<file path="config.mk">
export PLATFORM = sky130hd
export DESIGN_NAME = spi_master_param
export DESIGN_NICKNAME = d
export VERILOG_FILES = /design/src/rtl/spi_pkg.sv /design/src/rtl/spi_clkgen.sv /design/src/rtl/spi_master_param.sv
export SDC_FILE = /design/constraint.sdc
export NUM_CORES = 1
export LEC_CHECK = 0
export CORE_ASPECT_RATIO = 1.5
export CORE_MARGIN = 2
export CORE_UTILIZATION = 49
export DETAILED_ROUTE_END_ITERATION = 8
export PLACE_DENSITY = 0.77
export SLEW_MARGIN = 20
export SYNTH_ARGS = -nofsm -noshare
export SYNTH_HDL_FRONTEND = slang
export SYNTH_SLANG_ARGS = --single-unit
</file>
<file path="constraint.sdc">
create_clock -name clk -period 3.4 [get_ports clk]
set_input_delay 0.34 -clock clk [delete_from_list [all_inputs] [get_ports clk]]
set_output_delay 0.34 -clock clk [all_outputs]
set_load 0.02 [all_outputs]
</file>
<file path="src/rtl/spi_pkg.sv">
// Shared types and helpers for the parameterised SPI master: FSM states,
// SPI mode encodings {cpol, cpha} and frame/chip-select width calculations.
package spi_pkg;

    typedef enum logic [1:0] {
        ST_IDLE  = 2'd0,
        ST_SETUP = 2'd1,
        ST_XFER  = 2'd2,
        ST_HOLD  = 2'd3
    } spi_state_e;

    localparam logic [1:0] MODE0 = 2'b00;
    localparam logic [1:0] MODE1 = 2'b01;
    localparam logic [1:0] MODE2 = 2'b10;
    localparam logic [1:0] MODE3 = 2'b11;

    // R/W bit + address + data
    function automatic int unsigned frame_w(input int unsigned addr_w, input int unsigned data_w);
        return 1 + addr_w + data_w;
    endfunction

    function automatic int unsigned cs_w(input int unsigned num_cs);
        return (num_cs <= 1) ? 1 : unsigned'($clog2(num_cs));
    endfunction

endpackage

</file>
<file path="src/rtl/spi_clkgen.sv">
// Divider counter for the SPI master; flags the cycle before a bit start,
// the last cycle of the first half-bit and the last cycle of a bit.
module spi_clkgen #(
    parameter int unsigned CLK_DIV = 10
) (
    input  logic clk,
    input  logic rst_n,
    input  logic en,
    input  logic restart,
    output logic start_c,
    output logic mid_c,
    output logic end_c
);

    localparam int unsigned HALF  = CLK_DIV / 2;
    localparam int unsigned CNT_W = $clog2(CLK_DIV);

    logic [CNT_W-1:0] cnt;

    assign mid_c   = en && (cnt == CNT_W'(HALF - 1));
    assign end_c   = en && (cnt == CNT_W'(CLK_DIV - 1));
    // next cycle is the first cycle of a bit
    assign start_c = en && (restart || end_c);

    always_ff @(posedge clk or negedge rst_n) begin
        if (!rst_n) begin
            cnt <= '0;
        end else if (!en || restart || end_c) begin
            cnt <= '0;
        end else begin
            cnt <= cnt + CNT_W'(1);
        end
    end

endmodule

</file>
<file path="src/rtl/spi_master_param.sv">
// Parameterised SPI master: one R/W + address + data frame per request, MSB first.
// Define SPI_LOOPBACK_EN to sample the internal mosi instead of miso.
module spi_master_param
    import spi_pkg::*;
#(
    parameter int unsigned CLK_DIV = 10,
    parameter int unsigned ADDR_W  = 7,
    parameter int unsigned DATA_W  = 8,
    parameter int unsigned NUM_CS  = 1
) (
    input  logic                              clk,
    input  logic                              rst_n,
    input  logic [frame_w(ADDR_W, DATA_W)-1:0] tx_data,
    input  logic                              tx_valid,
    output logic                              tx_ready,
    input  logic [cs_w(NUM_CS)-1:0]           cs_sel,
    input  logic                              cpol,
    input  logic                              cpha,
    output logic [DATA_W-1:0]                 rdata,
    output logic                              rdata_valid,
    output logic                              busy,
    output logic                              sclk,
    output logic                              mosi,
    output logic [NUM_CS-1:0]                 csn,
    input  logic                              miso
);

    localparam int unsigned FRAME_W = frame_w(ADDR_W, DATA_W);
    localparam int unsigned CS_W    = cs_w(NUM_CS);
    localparam int unsigned BIT_W   = $clog2(FRAME_W);

    spi_state_e         state;
    spi_state_e         state_nxt;
    logic [FRAME_W-1:0] tx_sr;
    logic [DATA_W-1:0]  rx_sr;
    logic [BIT_W-1:0]   bit_cnt;
    logic [CS_W-1:0]    cs_l;
    logic [1:0]         mode_l;
    logic               rd_l;

    logic               accept_c;
    logic               restart_c;
    logic               start_c;
    logic               mid_c;
    logic               end_c;
    logic               last_bit_c;
    logic               cpol_l_c;
    logic               cpha_l_c;
    logic               drive_c;
    logic               sample_c;
    logic               rx_bit_c;
    logic [CS_W-1:0]    cs_nxt_c;

    spi_clkgen #(
        .CLK_DIV (CLK_DIV)
    ) u_clkgen (
        .clk     (clk),
        .rst_n   (rst_n),
        .en      (state != ST_IDLE),
        .restart (restart_c),
        .start_c (start_c),
        .mid_c   (mid_c),
        .end_c   (end_c)
    );

    always_ff @(posedge clk or negedge rst_n) begin
        if (!rst_n) begin
            state <= ST_IDLE;
        end else begin
            state <= state_nxt;
        end
    end

    // SETUP and HOLD each last half a bit; XFER runs FRAME_W full bits
    always_comb begin
        state_nxt = state;
        accept_c  = 1'b0;
        restart_c = 1'b0;
        case (state)
            ST_IDLE: begin
                if (tx_valid && tx_ready) begin
                    accept_c  = 1'b1;
                    state_nxt = ST_SETUP;
                end
            end
            ST_SETUP: begin
                if (mid_c) begin
                    restart_c = 1'b1;
                    state_nxt = ST_XFER;
                end
            end
            ST_XFER: begin
                if (end_c && last_bit_c) begin
                    state_nxt = ST_HOLD;
                end
            end
            ST_HOLD: begin
                if (mid_c) begin
                    state_nxt = ST_IDLE;
                end
            end
            default: state_nxt = ST_IDLE;
        endcase
    end

    assign cpol_l_c   = (mode_l == MODE2) || (mode_l == MODE3);
    assign cpha_l_c   = (mode_l == MODE1) || (mode_l == MODE3);
    assign last_bit_c = (bit_cnt == BIT_W'(FRAME_W - 1));
    assign cs_nxt_c   = accept_c ? cs_sel : cs_l;

    // cpha=0 presents each bit from its start, cpha=1 from mid-bit
    assign drive_c  = cpha_l_c ? ((state == ST_XFER) && mid_c)
                               : (start_c && ((state == ST_SETUP) ||
                                              ((state == ST_XFER) && !last_bit_c)));
    assign sample_c = (state == ST_XFER) && (cpha_l_c ? end_c : mid_c);

`ifdef SPI_LOOPBACK_EN
    assign rx_bit_c = mosi;
`else
    assign rx_bit_c = miso;
`endif

    always_ff @(posedge clk or negedge rst_n) begin
        if (!rst_n) begin
            tx_sr   <= '0;
            rx_sr   <= '0;
            bit_cnt <= '0;
            cs_l    <= '0;
            mode_l  <= MODE0;
            rd_l    <= 1'b0;
        end else if (accept_c) begin
            tx_sr   <= tx_data;
            cs_l    <= cs_sel;
            mode_l  <= {cpol, cpha};
            rd_l    <= tx_data[FRAME_W-1];
            bit_cnt <= '0;
        end else begin
            if (drive_c) begin
                tx_sr <= {tx_sr[FRAME_W-2:0], 1'b0};
            end
            if (sample_c) begin
                rx_sr <= {rx_sr[DATA_W-2:0], rx_bit_c};
            end
            if ((state == ST_XFER) && end_c) begin
                bit_cnt <= bit_cnt + BIT_W'(1);
            end
        end
    end

    // Pin-level outputs, aligned with the state register
    always_ff @(posedge clk or negedge rst_n) begin
        if (!rst_n) begin
            sclk        <= 1'b0;
            mosi        <= 1'b1;
            csn         <= '1;
            tx_ready    <= 1'b1;
            busy        <= 1'b0;
            rdata       <= '0;
            rdata_valid <= 1'b0;
        end else begin
            tx_ready    <= (state == ST_IDLE) && (state_nxt == ST_IDLE);
            busy        <= (state_nxt != ST_IDLE);
            rdata_valid <= 1'b0;

            for (int i = 0; i < NUM_CS; i++) begin
                csn[i] <= !((state_nxt != ST_IDLE) && (cs_nxt_c == CS_W'(i)));
            end

            if (accept_c) begin
                sclk <= cpol;
            end else if ((state == ST_XFER) && mid_c) begin
                sclk <= !cpol_l_c;
            end else if ((state == ST_XFER) && end_c) begin
                sclk <= cpol_l_c;
            end

            if (drive_c) begin
                mosi <= tx_sr[FRAME_W-1];
            end else if (state_nxt == ST_IDLE) begin
                mosi <= 1'b1;
            end

            if ((state == ST_HOLD) && (state_nxt == ST_IDLE) && rd_l) begin
                rdata       <= rx_sr;
                rdata_valid <= 1'b1;
            end
        end
    end

endmodule
</file>
==> out/results.ini, run 1 <==
[synthesis]
synthTopCellsByArea = dfrtp_1, mux2_2, a21oi_1, nand2_1, nor2_1
synthArstFlopShare_pct = 100
syn-num-nets = 241
ys_seq_area_share_pct = 57.4
synth_area_mm2 = 0.00227
syn_area_per_cell_um2 = 10.6
yosysMostFrequentCell = dfrtp_1
ys.flop_type = dfrtp_1
syn_inst = 214
synth_top_area_share_pct = 53.9
synthTopCellsByCount = dfrtp_1, nand2_1, a21oi_1
synth_enable_flop_cells = 0
yosysWarnings = 0
synth.distinct_cells = 36
synth_top_area_cell = dfrtp_1
ys_seq_elements = 52

[timing]
skew_ns = 0.00596
setup_viol = 0
hold_violations = 0
slew_headroom_pct = 34.0
finalSetupTns_ns = 0
period_share_pct = 62.4
min_period_ns = 2.12
clock.fmax_mhz = 472
worstMarginPinSlew_ns = 0.989
slew_viol_final = 0
grt_setup_unrepaired = no

[route]
ant_nets = 0
drtIter0Drc = 94
wl_per_cell_um = 13.8
finalWirelength_mm = 4.12
vias = 1612
dr.pass1.iters = 4
via_per_inst = 5.41
drc = 0

[floorplanning]
std_cell_rows = 30
die_w_um = 59.6
io_pins = 37
dieArea_mm2 = 0.00521
initial_utilization_pct = 50.5
die_h_um = 87.4
core-area_mm2 = 0.00450

[setup_path]
crit_type = reg2reg
cp.arrival_ns = 2.36
end_kind = register
start_kind = register
cp.required_ns = 3.64
cp_max_fo = 17

[final_layout]
fin_util_pct = 60.7
final_cell_area_mm2 = 0.00273
seqCellArea_mm2 = 0.00131
syn_to_final_growth_pct = 20.2
nFillCells = 386
insertedDiodeCount = 0
drive_gt1_share_pct = 14.4
fin_nets = 276
multi_input_area_um2 = 882

[clocking]
cts_num_sinks = 52
cts.clk_slew.worst_paths_ns = 0.10
cts_hold_buffers = 0
cts_buffers = 5
cts_buffer_depth = 2
ctsRootBufferMaster = clkbuf_8
ctsResizeCount = 0
htree_levels = 2
postCtsSetupRepairBufs = 0
cts_tree = built
clock_latency_ns = 0.31

[min_path]
hold_path_class = in2async

[global_routing]
grt_max_degree = 28
grt_pass1_vias = 1634
grtUsageTotal_pct = 17.7
overflow = 0
antenna_found_initial = 0
grt_pass1_wl_mm = 6.97

[placement]
gp_congestion = 0.798
dp_hpwl_mm = 2.81
place_area_mm2 = 0.00264
portBuffers = 36

[power_and_ir_drop]
ir_drop_mv = 0.452
power_density_mw_per_mm2 = 702
p_leak_nw = 1.25

[status]
status = completed

[flow_run]
cap_violations = 0

-- routing by layer --
layer	vias up	routed length [um]	GRT usage [%]
li1	792	-	-
met1	783	1830	20.2
met2	30	2060	31.2
met3	7	134	2.97
met4	0	96	8.48
met5	-	0	0
-- worst max-delay path, stage by stage (launching register included) --
cell and delay, ns:
dfrtp_1 0.42, inv_1 0.06, ha_1 0.20, and3b_2 0.25
a22oi_2 0.22, o21a_1 0.55, a21oi_1 0.15, a21oi_1 0.20
-- per-stage QoR --
| stage | power (mW) | hold WS (ns) | setup slack [ns] | cells |
|---|---|---|---|---|
| 3_3_place_gp | 1.54 | 0.363 | 1.35 | 290 |
| 2_1_floorplan | 1.38 | 0.0444 | 1.59 | 214 |
| 4_1_cts | 1.93 | 0.0168 | 1.29 | 298 |
| 5_1_grt | 2.06 | 0.0377 | 1.08 | 298 |
| 6_report | 1.92 | 0.00436 | 1.28 | 298 |
| 3_5_place_dp | 1.56 | 0.367 | 1.31 | 290 |
-- power by group --
part           internal [mW]  total (mW)  leakage, nW  switching (mW)
Clock                  0.151       0.372       0.0463           0.220
Sequential             0.837       0.986        0.644           0.149
Combinational          0.269       0.560        0.558           0.291
Total                   1.26        1.92         1.25           0.661
-- state kept, by name (all words and copies together), names as in the netlist --
register / cells
mode_l: 2
mosi: 1
state: 2
bit_cnt: 4
rdata_valid: 1
sclk: 1
rx_sr: 8
tx_ready: 1
busy: 1
rd_l: 1
csn: 1
rdata: 8
u_clkgen.cnt: 4
cs_l: 1
tx_sr: 16
-- path summary, 6_finish.rpt --
| kind | startpoint | endpoint | slack, ns | cells after the start |
|---|---|---|---|---|
| worst max-delay path | u_clkgen.cnt[0] | tx_sr[8] | 1.28 | 7 |
| worst min-delay path | rst_n | tx_sr[3] | 0.004 | 1 |
| worst max register to register | u_clkgen.cnt[0] | tx_sr[8] | 1.28 | 7 |
| worst min register to register | cs_l | cs_l | 0.48 | 2 |
| max in group asynchronous | rst_n | mosi | 2.60 | 2 |
| min in group clk | cs_l | cs_l | 0.48 | 2 |
-- cells in the final DEF, fill, tap and decap left out, types with 2 or more instances in the layout --
master,netlist,final
dfrtp_1,49,49
clkdlybuf4s50_1,0,35
nand2_1,31,31
a21oi_1,29,29
nor2_1,27,27
mux2_2,16,16
inv_1,7,7
o21ai_0,7,7
nand3_1,5,5
clkbuf_8,0,5
ha_1,4,4
xnor2_1,3,3
xor2_1,3,3
dfstp_2,3,3
nor3_1,2,2
and3_1,2,2
a21oi_2,2,2
-- final cells by class --
class | count | share of cell area, %
clock inverter | 3 | 1.01
sequential | 52 | 47.8
clock buffer | 5 | 2.52
tap | 48 | 2.20
multi-input combinational | 146 | 32.3
inverter | 7 | 0.962
timing repair buffer | 37 | 13.3
-- cell families (layout without fill, tap and decap cells) --
logic type                 after synthesis  after routing  synth area share, %
xor gates and xnor gates                 6              6                 2.31
and+or+nand+nor                         75             75                 14.9
buffers and inverters                   16             52                 3.80
adders and majority gates                4              4                 2.20
muxes                                   17             17                 8.37
DFF                                     52             52                 57.4
AOI/OAI and AO/OA                       44             44                 11.1
Note: power is estimated with default switching activity, not from simulation.
==> inputs of run 2 (changes only) <==
==> constraint.sdc (replaced) <==
create_clock -name clk -period 2 [get_ports clk]
set_input_delay 0.2 -clock clk [delete_from_list [all_inputs] [get_ports clk]]
set_output_delay 0.2 -clock clk [all_outputs]
set_load 0.02 [all_outputs]
==> run 2 against run 1 <==
  * Critical endpoint is now tx_sr[2]
  * First-iteration DRC count decreased by 14%
  * Sequential cell count unchanged
  * Cell area increased by 3.7%
  * Routed wire length increased by 6.1%
  * Count of clock-buffer cells in the layout unchanged
  * Via count increased by 3.0%
  * Non-clock buffer count increased by 9
  * Sequential power increased by 71%
  * Setup slack got worse by 1.2 ns
==> out/results.ini, run 2 (synthesized netlist as in run 1, its figures left out) <==
[status]
status = completed

[floorplanning]
io_pins = 37  ; unchanged
die_w_um = 59.6  ; unchanged
dieArea_mm2 = 0.00521  ; unchanged
initial_utilization_pct = 50.5  ; unchanged
core-area_mm2 = 0.00450  ; unchanged
std_cell_rows = 30  ; unchanged
die_h_um = 87.4  ; unchanged

[final_layout]
syn_to_final_growth_pct = 24.6
regMostFlops = tx_sr
nFillCells = 369  ; -4.4%
largest_reg_flops = 16  ; unchanged
layout_commonest_cell = dfrtp_1
fin_util_pct = 62.9  ; +2.2 points
layout_common_cells = dfrtp_1, clkdlybuf4s50_1, nand2_1
drive_gt1_share_pct = 17.8  ; +3.4 points
fin_nets = 285  ; +3.3%
final_cell_area_mm2 = 0.00283  ; +3.7%
largestRegisters = tx_sr: 16 flops, rdata: 8 flops, rx_sr: 8 flops
insertedDiodeCount = 0  ; unchanged

[route]
wl_per_cell_um = 14.2  ; +3.0%
finalWirelength_mm = 4.37  ; +6.1%
vias = 1661  ; +3.0%
dr.pass1.iters = 4  ; unchanged
via_per_inst = 5.41  ; about the same
drc = 0  ; unchanged
drtIter0Drc = 81  ; -14%
ant_nets = 0  ; unchanged

[clocking]
ctsRootBufferMaster = clkbuf_8
cts_buffer_depth = 2  ; unchanged
htree_levels = 2  ; unchanged
cts_tree = built
cts.clk_slew.worst_paths_ns = 0.10  ; about the same
cts_num_sinks = 52  ; unchanged
cts_buffers = 5  ; unchanged
clock_latency_ns = 0.31  ; about the same

[global_routing]
overflow = 0  ; unchanged
grt_pass1_wl_mm = 7.36  ; +5.6%
antenna_found_initial = 0  ; unchanged
grt_pass1_vias = 1710  ; +4.7%
grtUsageTotal_pct = 19.0  ; +1.3 points
grt_max_degree = 33  ; +18%

[timing]
slew_viol_final = 0  ; unchanged
hold_violations = 0  ; unchanged
slew_headroom_pct = 53.7  ; +20 points
grt_setup_unrepaired = no
finalSetupTns_ns = 0  ; unchanged
skew_ns = 0.00559  ; -0.000364 ns
setup_viol = 0  ; unchanged
min_period_ns = 1.88  ; -0.243 ns
worstMarginPinSlew_ns = 0.694  ; -0.295 ns
period_share_pct = 93.9  ; +32 points
clock.fmax_mhz = 533  ; +13%
timing.final.ws_setup_ns = 0.123  ; -1.16 ns

[power_and_ir_drop]
ir_drop_mv = 0.484  ; +7.2%
power_density_mw_per_mm2 = 1170  ; +66%
p_leak_nw = 1.30  ; +4.0%

[setup_path]
slowest_stage = dfrtp_1
r2r_start = u_clkgen.cnt[1]
start_kind = register
end_kind = register
rr_worst_depth = 7  ; unchanged
cp_max_fo = 17  ; unchanged
cpMostUsedCell = a21oi_1
cp_cell_sequence = inv_1 -> ha_1 -> nor4bb_1 -> a22oi_2 -> o21a_4 -> a21oi_1 -> a21oi_1
cp.required_ns = 2.20  ; -1.44 ns
reg2reg_to = tx_sr[2]
slowest_delay_ns = 0.41  ; -0.14 ns
cp.arrival_ns = 2.08  ; -0.28 ns
regToRegSetupSlack_ns = 0.12  ; -1.16 ns
crit_type = reg2reg

[placement]
place_area_mm2 = 0.00268  ; +1.7%
portBuffers = 36  ; unchanged
gp_congestion = 0.738  ; -7.4%
pre_cts_ws_ns = -0.0881  ; -1.40 ns
dp_hpwl_mm = 3.04  ; +8.0%

[min_path]
hold_path_class = in2reg
min-delay-start = cpha
hold_path_end = mode_l[0]
hold-path-cell-count = 3

[flow_run]
cap_violations = 0  ; unchanged

## run 2: worst max path at each step
stage               startpoint         to
2_1_floorplan  u_clkgen.cnt[1]  tx_sr[10]
3_3_place_gp   u_clkgen.cnt[0]  tx_sr[10]
3_5_place_dp   u_clkgen.cnt[0]   tx_sr[2]
4_1_cts        u_clkgen.cnt[0]   rdata[7]
5_1_grt        u_clkgen.cnt[0]  tx_sr[13]
6_report       u_clkgen.cnt[1]   tx_sr[2]
## run 2: stage by stage
step / hold slack (ns) / total power [mW] / std cells
final: 0.432 / 3.31 / 307
after global routing: 0.442 / 3.56 / 307
after CTS: 0.426 / 3.31 / 305
after detailed placement: 0.287 / 2.67 / 296
after global placement: 0.276 / 2.63 / 296
after floorplan: -0.0956 / 2.35 / 214
## run 2: power breakdown
| part | internal [mW] | total, mW | switching [mW] |
|---|---|---|---|
| Sequential | 1.42 | 1.69 | 0.264 |
| Combinational | 0.489 | 0.998 | 0.509 |
| Clock | 0.257 | 0.621 | 0.364 |
## run 2: critical path, delay by kind of cell (launching register included)
family,cells,cell delay (ns)
AO/OA/AOI/OAI,4,0.70
flip-flops,1,0.41
AND/OR/NAND/NOR,1,0.37
adder cells (fa/ha/maj),1,0.20
buffers and inverters,1,0.08
## run 2: final cells by class
| cell class | instances | area (um^2) | share of cell area [%] |
|---|---|---|---|
| flip-flops and latches | 52 | 1310 | 46.1 |
| multi-input cells | 146 | 900 | 31.8 |
| repair buffers | 46 | 445 | 15.7 |
| clock buffers | 5 | 68.8 | 2.43 |
| well taps | 48 | 60.1 | 2.12 |
| clock inverters | 3 | 27.5 | 0.972 |
| inverters | 7 | 26.3 | 0.928 |
## run 2: layer usage
| layer | wire length (um) | GRT usage (%) | vias up |
|---|---|---|---|
| met5 | 0 | 0 | - |
| met4 | 101 | 9.29 | 0 |
| met3 | 160 | 4.16 | 8 |
| met2 | 2250 | 32.5 | 36 |
| met1 | 1850 | 21.8 | 811 |
| li1 | - | - | 806 |
## run 2: repair_timing
item,in CTS,in global routing
hold endpoints to repair,27,0
endpoints found under the setup margin,17,24
gates resized for setup,2,2
pin swaps,0,1
buffers inserted,0,2
hold buffers,1,0
==> inputs of run 3 (changes only) <==
--- a/config.mk
+++ b/config.mk
@@ -5,11 +5,13 @@
 export SDC_FILE = /design/constraint.sdc
 export NUM_CORES = 1
 export LEC_CHECK = 0
+export CELL_PAD_IN_SITES_DETAIL_PLACEMENT = 0
+export CELL_PAD_IN_SITES_GLOBAL_PLACEMENT = 1
 export CORE_ASPECT_RATIO = 1.5
 export CORE_MARGIN = 2
-export CORE_UTILIZATION = 49
+export CORE_UTILIZATION = 41
 export DETAILED_ROUTE_END_ITERATION = 8
-export PLACE_DENSITY = 0.77
+export PLACE_DENSITY = 0.81
 export SLEW_MARGIN = 20
 export SYNTH_ARGS = -nofsm -noshare
 export SYNTH_HDL_FRONTEND = slang
==> run 3 against run 2 <==
  * Global-route usage shrank 4.0 points
  * Count of clock-buffer cells in the layout is the same
  * Highest routed layer unchanged
  * Sequential power is essentially flat
==> out/results.ini, run 3 (synthesized netlist as in run 1, its figures left out) <==
[timing]
skew_ns = 0.00836  ; +0.00277 ns
setup_viol = 0  ; unchanged
hold_violations = 0  ; unchanged
worstMarginPinSlew_ns = 0.542  ; -0.152 ns
clock.fmax_mhz = 542  ; +1.7%
slew_headroom_pct = 63.9  ; +10 points
period_share_pct = 92.3  ; -1.6 points
slew_viol_final = 0  ; unchanged
min_period_ns = 1.85  ; -0.0313 ns
finalSetupTns_ns = 0  ; unchanged
hold_ws_ns = 0.397  ; -0.0348 ns
grt_setup_unrepaired = no

[final_layout]
nFillCells = 504  ; +37%
final_cell_area_mm2 = 0.00290  ; +2.5%
largestRegisters = tx_sr: 16 flops, rdata: 8 flops, rx_sr: 8 flops
syn_to_final_growth_pct = 27.7
layout_common_cells = dfrtp_1, clkdlybuf4s50_1, nand2_1
fin_nets = 283  ; -0.70%
largest_reg_flops = 16  ; unchanged
insertedDiodeCount = 0  ; unchanged
drive_gt1_share_pct = 17.5  ; -0.25 points
multi_input_area_um2 = 906  ; +0.70%
fin_util_pct = 53.7  ; -9.2 points
layout_commonest_cell = dfrtp_1
regMostFlops = tx_sr
seqCellArea_mm2 = 0.00131  ; unchanged

[clocking]
cts_tree = built
htree_levels = 2  ; unchanged
cts_num_sinks = 52  ; unchanged
clock_latency_ns = 0.31  ; about the same
cts_buffers = 5  ; unchanged
cts.clk_slew.worst_paths_ns = 0.09  ; about the same
ctsRootBufferMaster = clkbuf_8
cts_buffer_depth = 2  ; unchanged

[route]
ant_nets = 0  ; unchanged
wl_per_cell_um = 13.0  ; -8.4%
dr.pass1.iters = 4  ; unchanged
drc = 0  ; unchanged
vias = 1631  ; -1.8%
via_per_inst = 4.99  ; -7.8%
drtIter0Drc = 105  ; +30%
finalWirelength_mm = 4.26  ; -2.5%

[flow_run]
cap_violations = 0  ; unchanged

[global_routing]
grt_pass1_wl_mm = 7.24  ; -1.7%
grt_max_degree = 31  ; -6.1%
antenna_found_initial = 0  ; unchanged
overflow = 0  ; unchanged
grtUsageTotal_pct = 15.0  ; -4.0 points
top_usage_layer = met2
use_met2_pct = 25.4  ; -7.0 points
grt_use_met3_pct = 2.95  ; -1.2 points
met1_usage_pct = 18.7  ; -3.1 points
grt_pass1_vias = 1626  ; -4.9%

[floorplanning]
die_w_um = 64.8  ; +8.7%
io_pins = 37  ; unchanged
die_h_um = 95.2  ; +8.9%
std_cell_rows = 33  ; +10%
dieArea_mm2 = 0.00617  ; +18%
core-area_mm2 = 0.00541  ; +20%
initial_utilization_pct = 42.0  ; -8.4 points

[power_and_ir_drop]
ir_drop_mv = 0.514  ; +6.2%
fin_total_pwr_mw = 3.41  ; +3.2%
power_density_mw_per_mm2 = 1180  ; +0.68%
p_leak_nw = 1.31  ; +0.88%

[placement]
dp_hpwl_mm = 2.96  ; -2.7%
gp_congestion = 0.750  ; +1.7%
place_area_mm2 = 0.00274  ; +2.1%
portBuffers = 36  ; unchanged

[min_path]
hold_path_class = in2async

[setup_path]
cp.arrival_ns = 2.05  ; -0.03 ns
crit_type = reg2reg
start_kind = register
cp_max_fo = 17  ; unchanged
end_kind = register
cp.required_ns = 2.20  ; about the same

[status]
status = completed

==> run 3: changes by cell type in the layout (fill, tap and decap cells not counted), sizes merged <==
cell    before  now
buf         10    8
bufinv       0    1
inv          8    7
==> run 3: worst paths after layout <==
check	start	endpoint	slack [ns]	cells past startpoint
max	u_clkgen.cnt[1]	tx_sr[12]	0.15	7
min	rst_n	tx_sr[9]	0.40	2
max reg2reg	u_clkgen.cnt[1]	tx_sr[12]	0.15	7
min reg2reg	state[0]	tx_ready	0.48	1
max in group asynchronous	rst_n	tx_ready	0.99	3
min in group clk	cpha	mode_l[0]	0.44	3
==> run 3: critical path: stages, from the launching register on <==
cell and delay, ns:
dfrtp_1 0.40, inv_1 0.08, ha_1 0.21, nand3b_4 0.11, a2111o_1 0.45, o21a_4 0.22, a21oi_1 0.18, a21oi_1 0.08
==> run 3: layout make-up <==
cell class	count	share of cell area, %
inverters	7	0.905
clock inverters	3	1.46
multi-input cells	146	31.2
clock buffers	5	2.37
well taps	70	3.02
flip-flops and latches	52	44.9
repair buffers	44	16.1
==> run 3: what timing repair did <==
item / CTS / global route
setup endpoints to repair: 16 / 18
hold endpoints to repair: 22 / 0
gates cloned: 0 / 0
buffers inserted: 0 / 1
gates resized for setup: 2 / 3
pin swaps: 0 / 1
hold buffers: 1 / 0
==> run 3: through the flow <==
step,worst slack [ns],instances
CTS,0.0477,326
detailed placement,-0.0675,317
global placement,-0.00248,317
global route,0.00512,327
finish,0.154,327
floorplan,0.191,214
==> run 3: report_power, final <==
| group | internal [mW] | switching (mW) |
|---|---|---|
| Combinational | 0.510 | 0.512 |
| Sequential | 1.42 | 0.250 |
| Clock | 0.370 | 0.347 |
==> run 3: routing by layer <==
| metal | share of wire (%) | up-vias |
|---|---|---|
| met5 | 0 | - |
| met4 | 0.84 | 0 |
| met3 | 3.4 | 5 |
| met2 | 51 | 26 |
| met1 | 45 | 801 |
| li1 | - | 799 |
